<file path="src/rtl/memory_access_unit.sv">
`default_nettype none
// ============================================================================
// Module   : memory_access_unit
// Brief    : RISC-V load/store initiator for a word-addressed data RAM, with
//            read-modify-write sub-word stores and misalignment/range faults.
// Revision : 1.0
// ============================================================================
module memory_access_unit #(
  parameter int SIZE_WORDS = 64
) (
  input  logic        clock,
  input  logic        reset,
  input  logic        req_valid,
  output logic        req_ready,
  input  logic [31:0] req_address,
  input  logic [31:0] req_write_data,
  input  logic [2:0]  req_funct3,
  input  logic        req_is_store,
  output logic        resp_valid,
  input  logic        resp_ready,
  output logic [31:0] resp_read_data,
  output logic        resp_misaligned,
  output logic        resp_fault,
  output logic [31:0] mem_address,
  output logic [31:0] mem_input_data,
  output logic        mem_should_write,
  input  logic [31:0] mem_output_data
);

  localparam logic [1:0]  c_IDLE        = 2'd0;
  localparam logic [1:0]  c_ACCESS      = 2'd1;
  localparam logic [1:0]  c_WRITE       = 2'd2;
  localparam logic [1:0]  c_RESP        = 2'd3;
  localparam logic [31:0] c_LIMIT_BYTES = 32'(SIZE_WORDS * 4);

  logic [1:0]  state_q, state_d;
  logic [1:0]  lane_q, lane_d;
  logic [15:0] wdata_q, wdata_d;
  logic [2:0]  funct3_q, funct3_d;
  logic        is_store_q, is_store_d;
  logic [31:0] mem_address_q, mem_address_d;
  logic [31:0] mem_input_data_q, mem_input_data_d;
  logic [31:0] resp_read_data_q, resp_read_data_d;
  logic        resp_misaligned_q, resp_misaligned_d;
  logic        resp_fault_q, resp_fault_d;

  logic        w_misaligned;
  logic        w_illegal;
  logic        w_fault;
  logic [7:0]  w_byte;
  logic [15:0] w_half;
  logic [31:0] w_load_data;
  logic [31:0] w_merged;
  logic        w_full_word_store;

  // Request checks evaluated on the raw request so faults skip the RAM entirely
  always_comb begin
    w_misaligned = 1'b0;
    case (req_funct3[1:0])
      2'b01:   w_misaligned = req_address[0];
      2'b10:   w_misaligned = |req_address[1:0];
      default: w_misaligned = 1'b0;
    endcase
    w_illegal = (req_funct3 == 3'b011) || (req_funct3[2:1] == 2'b11) ||
                (req_funct3[2] && req_is_store);
    w_fault   = w_illegal || (req_address >= c_LIMIT_BYTES);
  end

  always_comb begin
    w_byte      = mem_output_data[{lane_q, 3'b000} +: 8];
    w_half      = lane_q[1] ? mem_output_data[31:16] : mem_output_data[15:0];
    w_load_data = mem_output_data;
    case (funct3_q[1:0])
      2'b00:   w_load_data = {{24{~funct3_q[2] & w_byte[7]}}, w_byte};
      2'b01:   w_load_data = {{16{~funct3_q[2] & w_half[15]}}, w_half};
      default: w_load_data = mem_output_data;
    endcase
  end

  always_comb begin
    w_merged = mem_output_data;
    if (funct3_q[1:0] == 2'b00) begin
      w_merged[{lane_q, 3'b000} +: 8] = wdata_q[7:0];
    end else begin
      w_merged[{lane_q[1], 4'b0000} +: 16] = wdata_q;
    end
  end

  assign w_full_word_store = is_store_q && (funct3_q[1:0] == 2'b10);

  always_comb begin
    state_d           = state_q;
    lane_d            = lane_q;
    wdata_d           = wdata_q;
    funct3_d          = funct3_q;
    is_store_d        = is_store_q;
    mem_address_d     = mem_address_q;
    mem_input_data_d  = mem_input_data_q;
    resp_read_data_d  = resp_read_data_q;
    resp_misaligned_d = resp_misaligned_q;
    resp_fault_d      = resp_fault_q;
    case (state_q)
      c_IDLE: begin
        if (req_valid) begin
          lane_d            = req_address[1:0];
          wdata_d           = req_write_data[15:0];
          funct3_d          = req_funct3;
          is_store_d        = req_is_store;
          resp_read_data_d  = 32'd0;
          resp_misaligned_d = w_misaligned;
          resp_fault_d      = w_fault;
          if (w_misaligned || w_fault) begin
            state_d = c_RESP;
          end else begin
            state_d       = c_ACCESS;
            mem_address_d = {req_address[31:2], 2'b00};
            // Full-word store data must already be on the bus during ACCESS
            if (req_is_store && (req_funct3[1:0] == 2'b10)) begin
              mem_input_data_d = req_write_data;
            end
          end
        end
      end
      c_ACCESS: begin
        if (!is_store_q) begin
          resp_read_data_d = w_load_data;
          state_d          = c_RESP;
        end else if (w_full_word_store) begin
          state_d = c_RESP;
        end else begin
          mem_input_data_d = w_merged;
          state_d          = c_WRITE;
        end
      end
      c_WRITE: begin
        state_d = c_RESP;
      end
      c_RESP: begin
        if (resp_ready) begin
          state_d           = c_IDLE;
          resp_read_data_d  = 32'd0;
          resp_misaligned_d = 1'b0;
          resp_fault_d      = 1'b0;
        end
      end
      default: begin
        state_d = c_IDLE;
      end
    endcase
  end

  always_ff @(posedge clock) begin
    if (reset) begin
      state_q           <= c_IDLE;
      lane_q            <= 2'd0;
      wdata_q           <= 16'd0;
      funct3_q          <= 3'd0;
      is_store_q        <= 1'b0;
      mem_address_q     <= 32'd0;
      mem_input_data_q  <= 32'd0;
      resp_read_data_q  <= 32'd0;
      resp_misaligned_q <= 1'b0;
      resp_fault_q      <= 1'b0;
    end else begin
      state_q           <= state_d;
      lane_q            <= lane_d;
      wdata_q           <= wdata_d;
      funct3_q          <= funct3_d;
      is_store_q        <= is_store_d;
      mem_address_q     <= mem_address_d;
      mem_input_data_q  <= mem_input_data_d;
      resp_read_data_q  <= resp_read_data_d;
      resp_misaligned_q <= resp_misaligned_d;
      resp_fault_q      <= resp_fault_d;
    end
  end

  assign req_ready       = (state_q == c_IDLE);
  assign resp_valid      = (state_q == c_RESP);
  assign resp_read_data  = resp_read_data_q;
  assign resp_misaligned = resp_misaligned_q;
  assign resp_fault      = resp_fault_q;
  assign mem_address     = mem_address_q;
  assign mem_input_data  = mem_input_data_q;

  // Gated by reset so an in-flight write is dropped in the very cycle reset rises
  assign mem_should_write = !reset &&
                            (((state_q == c_ACCESS) && w_full_word_store) ||
                             (state_q == c_WRITE));

endmodule
`default_nettype wire

</file>
<file path="config.mk">
export PLATFORM = sky130hd
export DESIGN_NAME = memory_access_unit
export DESIGN_NICKNAME = d
export VERILOG_FILES = /design/src/rtl/memory_access_unit.sv
export SDC_FILE = /design/constraint.sdc
export NUM_CORES = 1
export LEC_CHECK = 0
export ABC_AREA = 1
export ABC_CLOCK_PERIOD_IN_PS = 2500
export CAP_MARGIN = 20
export CORE_MARGIN = 2
export CORE_UTILIZATION = 48
export CTS_CLUSTER_SIZE = 16
export DETAILED_ROUTE_END_ITERATION = 8
export GPL_TIMING_DRIVEN = 1
export PLACE_DENSITY = 0.82
export SYNTH_ARGS = -nofsm -noshare
export SYNTH_HDL_FRONTEND = slang
export SYNTH_SLANG_ARGS = --single-unit
</file>
<file path="constraint.sdc">
create_clock -name clock -period 2.5 [get_ports clock]
set_input_delay 0.25 -clock clock [delete_from_list [all_inputs] [get_ports clock]]
set_output_delay 0.25 -clock clock [all_outputs]
set_load 0.02 [all_outputs]
</file>
==> results.txt <==
----------------------------------------------------
[Outcome]
  Status ... finished, final reports clean

[GRT]
  Overall global routing resource usage ... 29.4%
  Largest net degree at the start of global routing ... 65
  Overall overflow remaining after global route ... 0
  Vias in the first global route ... 6800
  Antenna violations before repair ... 0
  Wire length of the first global-routing pass ... 34.2 mm

[Critical path]
  Worst setup path endpoint ... mem_should_write
  Launch point of the worst path ... state_q[1]
  Required time of the worst setup path ... 2.25 ns
  Largest stage delay, worst path ... 0.63 ns
  Cell depth of the worst flop-to-flop path ... 9
  Maximum fanout encountered on the critical timing path ... 5
  Internal reg-to-reg setup slack ... 0.40 ns
  Worst path arrival time ... 2.03 ns
  Slowest library cell on the worst path ... sky130_fd_sc_hd__clkdlybuf4s50_1
  Crit. End Element ... output pin
  Destination of the worst register-to-register timing path ... mem_input_data[14]
  Critical path, cell by cell ... inv_1, ha_1, a31oi_1, nor2_1, clkdlybuf4s50_1
  Worst reg2reg startpoint ... lane_q[1]
  Startpoint type of the worst setup path ... flop
  WS Path Type ... flop to output pin

[Floorplan]
  Placement row count ... 43
  Standard cell core area ... 0.0138 mm2
  Die Height ... 122 um
  Width of the die ... 122 um
  Initial core utilization ... 48.7%
  Die area ... 0.0149 mm2
  Number of placed I/O pins ... 205

[Pwr]
  Final Total Pwr ... 9570 uW
  Power density over the cells ... 1020 mW/mm2
  Peak supply drop ... 0.801 mV
  Static power due to leakage ... 0.00392 uW

[Layout]
  Most used cells in the layout excluding fill and tap cells ... 282 x sky130_fd_sc_hd__nand2_1, 201 x sky130_fd_sc_hd__clkdlybuf4s50_1, 185 x sky130_fd_sc_hd__a21oi_1, 128 x sky130_fd_sc_hd__nor2_1, 120 x sky130_fd_sc_hd__dfxtp_1
  Inserted Diodes ... 0
  Most frequent standard cell in the layout excluding fill and tap cells ... sky130_fd_sc_hd__nand2_1
  Net count of the finished layout ... 1347
  Final core occ ... 68.3%
  Area growth from synthesis to final layout ... 40.3%
  Non-filler cells in the finished layout ... 1424
  Share of final-layout standard cells stronger than drive strength 1 ... 6.67%

[Timing]
  Post-Route Skew ... 0.00700 ns
  Relative slew slack ... 58.8%
  Highest clock frequency the design can meet ... 0.439 GHz
  Worst Slack Setup Final ... 0.222 ns
  Tcrit/Tclk final ... 91.1%
  Transition time at the pin with the least slew margin ... 0.618 ns
  Setup repair after global routing missed its margin ... false
  Time the worst path needs with I/O delays and setup ... 2.28 ns
  Post-route setup TNS ... 0 ns
  Final count of negative-setup-slack endpoints ... 0
  Count of pins over their slew limit ... 0
  Count of final hold-check violations ... 0

[Routing]
  Number of DRC markers after the initial detailed-route iteration ... 803
  Total via count in the routed design ... 7630
  Post-DR wirelength/cell ... 15.7 um
  Vias per std cell ... 5.36
  Antenna violation net count after detailed routing ... 0
  Total Wirelength ... 22.4 mm
  Iteration count of the initial detailed-routing pass ... 6
  Total DRC errors in the routed layout ... 0

[Synthesis]
  Flops & latches, synth ... 120
  Post-Syn Area ... 0.00670 mm2
  Seq/Total Area, Yosys ... 35.8%
  Largest cells by area after synthesis ... sky130_fd_sc_hd__dfxtp_1 36%, sky130_fd_sc_hd__nand2_1 16%, sky130_fd_sc_hd__a21oi_1 14%, sky130_fd_sc_hd__nor2_1 7.2%, sky130_fd_sc_hd__inv_1 5.7%
  Unique masters post-synth ... 35
  FFs w/ async S/R, synth ... 0%
  Number of synthesized flops with an enable pin ... 0
  Average footprint of a synthesized cell ... 6.33 um2
  Ys Warns ... 0
  Number of cells produced by synthesis ... 1059
  Cell type with the largest total area after synthesis ... sky130_fd_sc_hd__dfxtp_1
  Most used DFF post-synth ... sky130_fd_sc_hd__dfxtp_1
  Area share of the leading cell type in the synthesized netlist ... 35.8%

[Clocking]
  Clock input transition at the sequential cells of the worst setup and hold paths ... 0.06 ns
  # clock sinks ... 120
  Clock buffer count from CTS ... 17
  Number of instances resized during post-cts repair ... 0
  Number of post-CTS setup repair buffers ... 0
  Count of hold buffers inserted by post-cts repair ... 0
  CTS Root Buffer Type ... sky130_fd_sc_hd__clkbuf_16
  Clock tree from TritonCTS ... built
  Clock latency of the later-clocked register in the worst-skew pair ... 0.43 ns
  H-tree depth ... 4
  Maximum buffer depth of the clock tree ... 2

[Placed design]
  Count of input and output buffers ... 202
  Gpl congestion ... 0.983
  Dpl cells ... 1392
  Pre-CTS setup slack ... 0.215 ns
  Dpl hpwl ... 15.8 mm

[Worst hold path]
  Classification of the worst-slack hold path ... input port to flop

[Flow run]
  Count of max-cap constraint violations ... 0

----------------------------------------------------
[sequential cells by signal (all words and copies together) (netlist names)]
| signal | count |
|---|---|
| mem_input_data | 32 |
| resp_read_data | 32 |
| resp_fault | 1 |
| is_store_q | 1 |
| mem_address | 30 |
| state_q | 2 |
| funct3_q | 3 |
| resp_misaligned | 1 |
| wdata_q | 16 |
| lane_q | 2 |
[synth_stat cells (2+ instances only)]
master                     instances
sky130_fd_sc_hd__a21oi_1         185
sky130_fd_sc_hd__a31oi_1           3
sky130_fd_sc_hd__and2_0            2
sky130_fd_sc_hd__buf_1             4
sky130_fd_sc_hd__buf_2            21
sky130_fd_sc_hd__buf_4             3
sky130_fd_sc_hd__buf_6             7
sky130_fd_sc_hd__clkbuf_1         35
sky130_fd_sc_hd__dfxtp_1         120
sky130_fd_sc_hd__ha_1             12
sky130_fd_sc_hd__inv_1           102
sky130_fd_sc_hd__inv_2             7
sky130_fd_sc_hd__nand2_1         282
sky130_fd_sc_hd__nand2_2           3
sky130_fd_sc_hd__nand3_1          30
sky130_fd_sc_hd__nand4_1           6
sky130_fd_sc_hd__nor2_1          128
sky130_fd_sc_hd__nor2_2            2
sky130_fd_sc_hd__nor2_4            4
sky130_fd_sc_hd__o21ai_0          44
sky130_fd_sc_hd__o21ai_2           3
sky130_fd_sc_hd__o221ai_1          4
sky130_fd_sc_hd__o22ai_1          32
sky130_fd_sc_hd__or2_2             9
[routing by layer]
layer  track usage (%)  vias to the layer above  wire length (um)
met5                 0                        -                 0
li1                  -                     3751                 -
met2              46.9                      380             10400
met4              12.6                        0               718
met1              37.7                     3439              9250
met3              7.44                       60              2000
[through the flow]
stage / area, um2 / hold WS, ns
final: 9400 / 0.334
after detailed placement: 8790 / 0.429
after global routing: 9400 / 0.372
after CTS: 9400 / 0.331
after floorplan: 6710 / 0.418
after global placement: 8790 / 0.425
[how the worst min path moves through the flow]
stage,startpoint,end,slack (ns),cells past startpoint
6_report,reset,resp_read_data[2],0.33,4
5_1_grt,reset,resp_read_data[0],0.37,4
4_1_cts,reset,wdata_q[11],0.33,4
3_5_place_dp,mem_address[14],mem_address[14],0.43,2
3_3_place_gp,mem_address[9],mem_address[9],0.43,2
2_1_floorplan,req_address[2],mem_address[2],0.42,2
[worst max-delay path: cells and delay by family, from the launching register on]
| kind | cells | cell delay (ns) |
|---|---|---|
| buf+inv | 2 | 0.74 |
| compound gates | 1 | 0.13 |
| fa+ha+maj | 1 | 0.28 |
| simple gates | 1 | 0.12 |
| flops | 1 | 0.34 |
[kinds of logic after synthesis]
family                     after synthesis  share of synthesized area (%)
AOI/OAI and AO/OA                      276                           21.8
adders and majority gates               12                           2.24
buffers and inverters                  179                           11.4
DFF                                    120                           35.8
other                                    1                         0.0559
and+or+nand+nor                        471                           28.7
[report_power, final]
part | switching (uW) | internal [uW]
Clock | 993 | 1590
Sequential | 218 | 2260
Combinational | 2880 | 1620
[cell type report]
| cell class | instances | area [um2] |
|---|---|---|
| Tap cell | 180 | 225 |
| Fill cell | 1233 | 4370 |
| Multi-Input combinational cell | 761 | 3550 |
| Timing Repair Buffer | 222 | 2200 |
| Inverter | 109 | 409 |
| Sequential cell | 120 | 2400 |
| Clock inverter | 15 | 190 |
| Clock buffer | 17 | 425 |
No activity file was read; power rests on OpenSTA's default activity.
==> RTL change (same settings) <==
Take the reset off `wdata_q`, `mem_address_q`, `mem_input_data_q` and `resp_read_data_q` and load them in a clocked block of their own.
--- a/src/rtl/memory_access_unit.sv
+++ b/src/rtl/memory_access_unit.sv
@@ -153,26 +153,25 @@
     if (reset) begin
       state_q           <= c_IDLE;
       lane_q            <= 2'd0;
-      wdata_q           <= 16'd0;
       funct3_q          <= 3'd0;
       is_store_q        <= 1'b0;
-      mem_address_q     <= 32'd0;
-      mem_input_data_q  <= 32'd0;
-      resp_read_data_q  <= 32'd0;
       resp_misaligned_q <= 1'b0;
       resp_fault_q      <= 1'b0;
     end else begin
       state_q           <= state_d;
       lane_q            <= lane_d;
-      wdata_q           <= wdata_d;
       funct3_q          <= funct3_d;
       is_store_q        <= is_store_d;
-      mem_address_q     <= mem_address_d;
-      mem_input_data_q  <= mem_input_data_d;
-      resp_read_data_q  <= resp_read_data_d;
       resp_misaligned_q <= resp_misaligned_d;
       resp_fault_q      <= resp_fault_d;
     end
+  end
+
+  always_ff @(posedge clock) begin
+    wdata_q          <= wdata_d;
+    mem_address_q    <= mem_address_d;
+    mem_input_data_q <= mem_input_data_d;
+    resp_read_data_q <= resp_read_data_d;
   end
 
   assign req_ready       = (state_q == c_IDLE);
Formal check against the unedited RTL: not equivalent (a bounded check fails within 4 cycles, from zero or initial values and one cycle with reset high).
==> RTL change against the unedited design <==
- clock skew increased by 3.4 ps
- cell area decreased by 3.5%
- worst setup slack got worse by 39 ps
- count of clock-buffer cells in the layout up 1
- core utilization grew 3.3 points
- total power rose by 2.6%
- critical path depth increased by 2
- routed wire length is 10% lower
- synthesized area decreased by 6.8%
- first-iteration DRC count down 9.1%
- combinational power down 7.1%
- non-clock buffer count shrank 5
- sequential cell count unchanged
- synthesized cell count shrank 36%
==> RTL change: results (changes against the unedited design) <==
stage;metric;value;unit;change
outcome;status;finished, final reports clean;;unchanged
setup_path;arrival;2070;ps;was 2030 ps
global_route;track_usage;28.5;%;was 29.4%
power;p_comb;0.00419;W;was 0.00451 W
global_route;grt_pass1_vias;5781;;was 6800
power;clock_power_share;25.3;%;was 27.0%
detailed_routing;routed-via-count;5897;;was 7630
sta;clock_skew;10.4;ps;was 7.00 ps
finish;drive_gt1_share;7.22;%;was 6.67%
yosys;synthTopCellsByCount;nand2_1, edfxtp_1, inv_1;;was nand2_1, a21oi_1, nor2_1
clock_network;clkLatencyLatePin;410;ps;was 430 ps
yosys;ys_top_cells_by_area;edfxtp_1, nand2_1, a21oi_1;;was dfxtp_1, nand2_1, a21oi_1
power;peakVddDrop;0.690;mV;was 0.801 mV
yosys;ys_seq_area_share;56.1;%;was 35.8%
power;p_int;0.00606;W;was 0.00547 W
place;dp.cells;1026;;was 1392
setup_path;crit_fanout;4;;was 5
finish;design_area;0.00907;mm2;was 0.00940 mm2
setup_path;r2r_cells;6;;was 9
power;leakage;3.48;nW;was 3.92 nW
finish;final_nets;989;;was 1347
detailed_routing;via_per_inst;5.57;;was 5.36
worst_hold_path;holdPathStages;1;;was 4
yosys;synth_ff_type;edfxtp_1;;was dfxtp_1
yosys;synth_cell_types;33;;was 35
-- RTL change: per-layer routing --
layer | routed length [um] | vias to the layer above | track usage, %
met5 | 0 | - | 0
met4 | 555 | 0 | 10.8
met3 | 1690 | 45 | 6.01
met2 | 9780 | 339 | 47.2
met1 | 8010 | 2755 | 36.8
li1 | - | 2758 | -
-- RTL change: cell families (layout without fill, tap and decap cells) --
kind of cell / Yosys count / count (layout) / synth area share, %
adders and majority gates: 12 / 12 / 2.40
DFF: 120 / 120 / 56.1
and+or+nand+nor: 209 / 209 / 13.6
other: 1 / 2 / 0.0600
AOI/OAI and AO/OA: 208 / 208 / 19.7
buffers and inverters: 126 / 335 / 8.25
-- RTL change: area by class of cell --
type	instances	area share (%)
Clock inverter	14	1.88
Clock buffer	18	4.73
Multi-Input combinational cell	431	24.9
Timing Repair Buffer	217	23.9
Sequential cell	120	38.6
Inverter	86	3.59
Tap cell	172	2.37
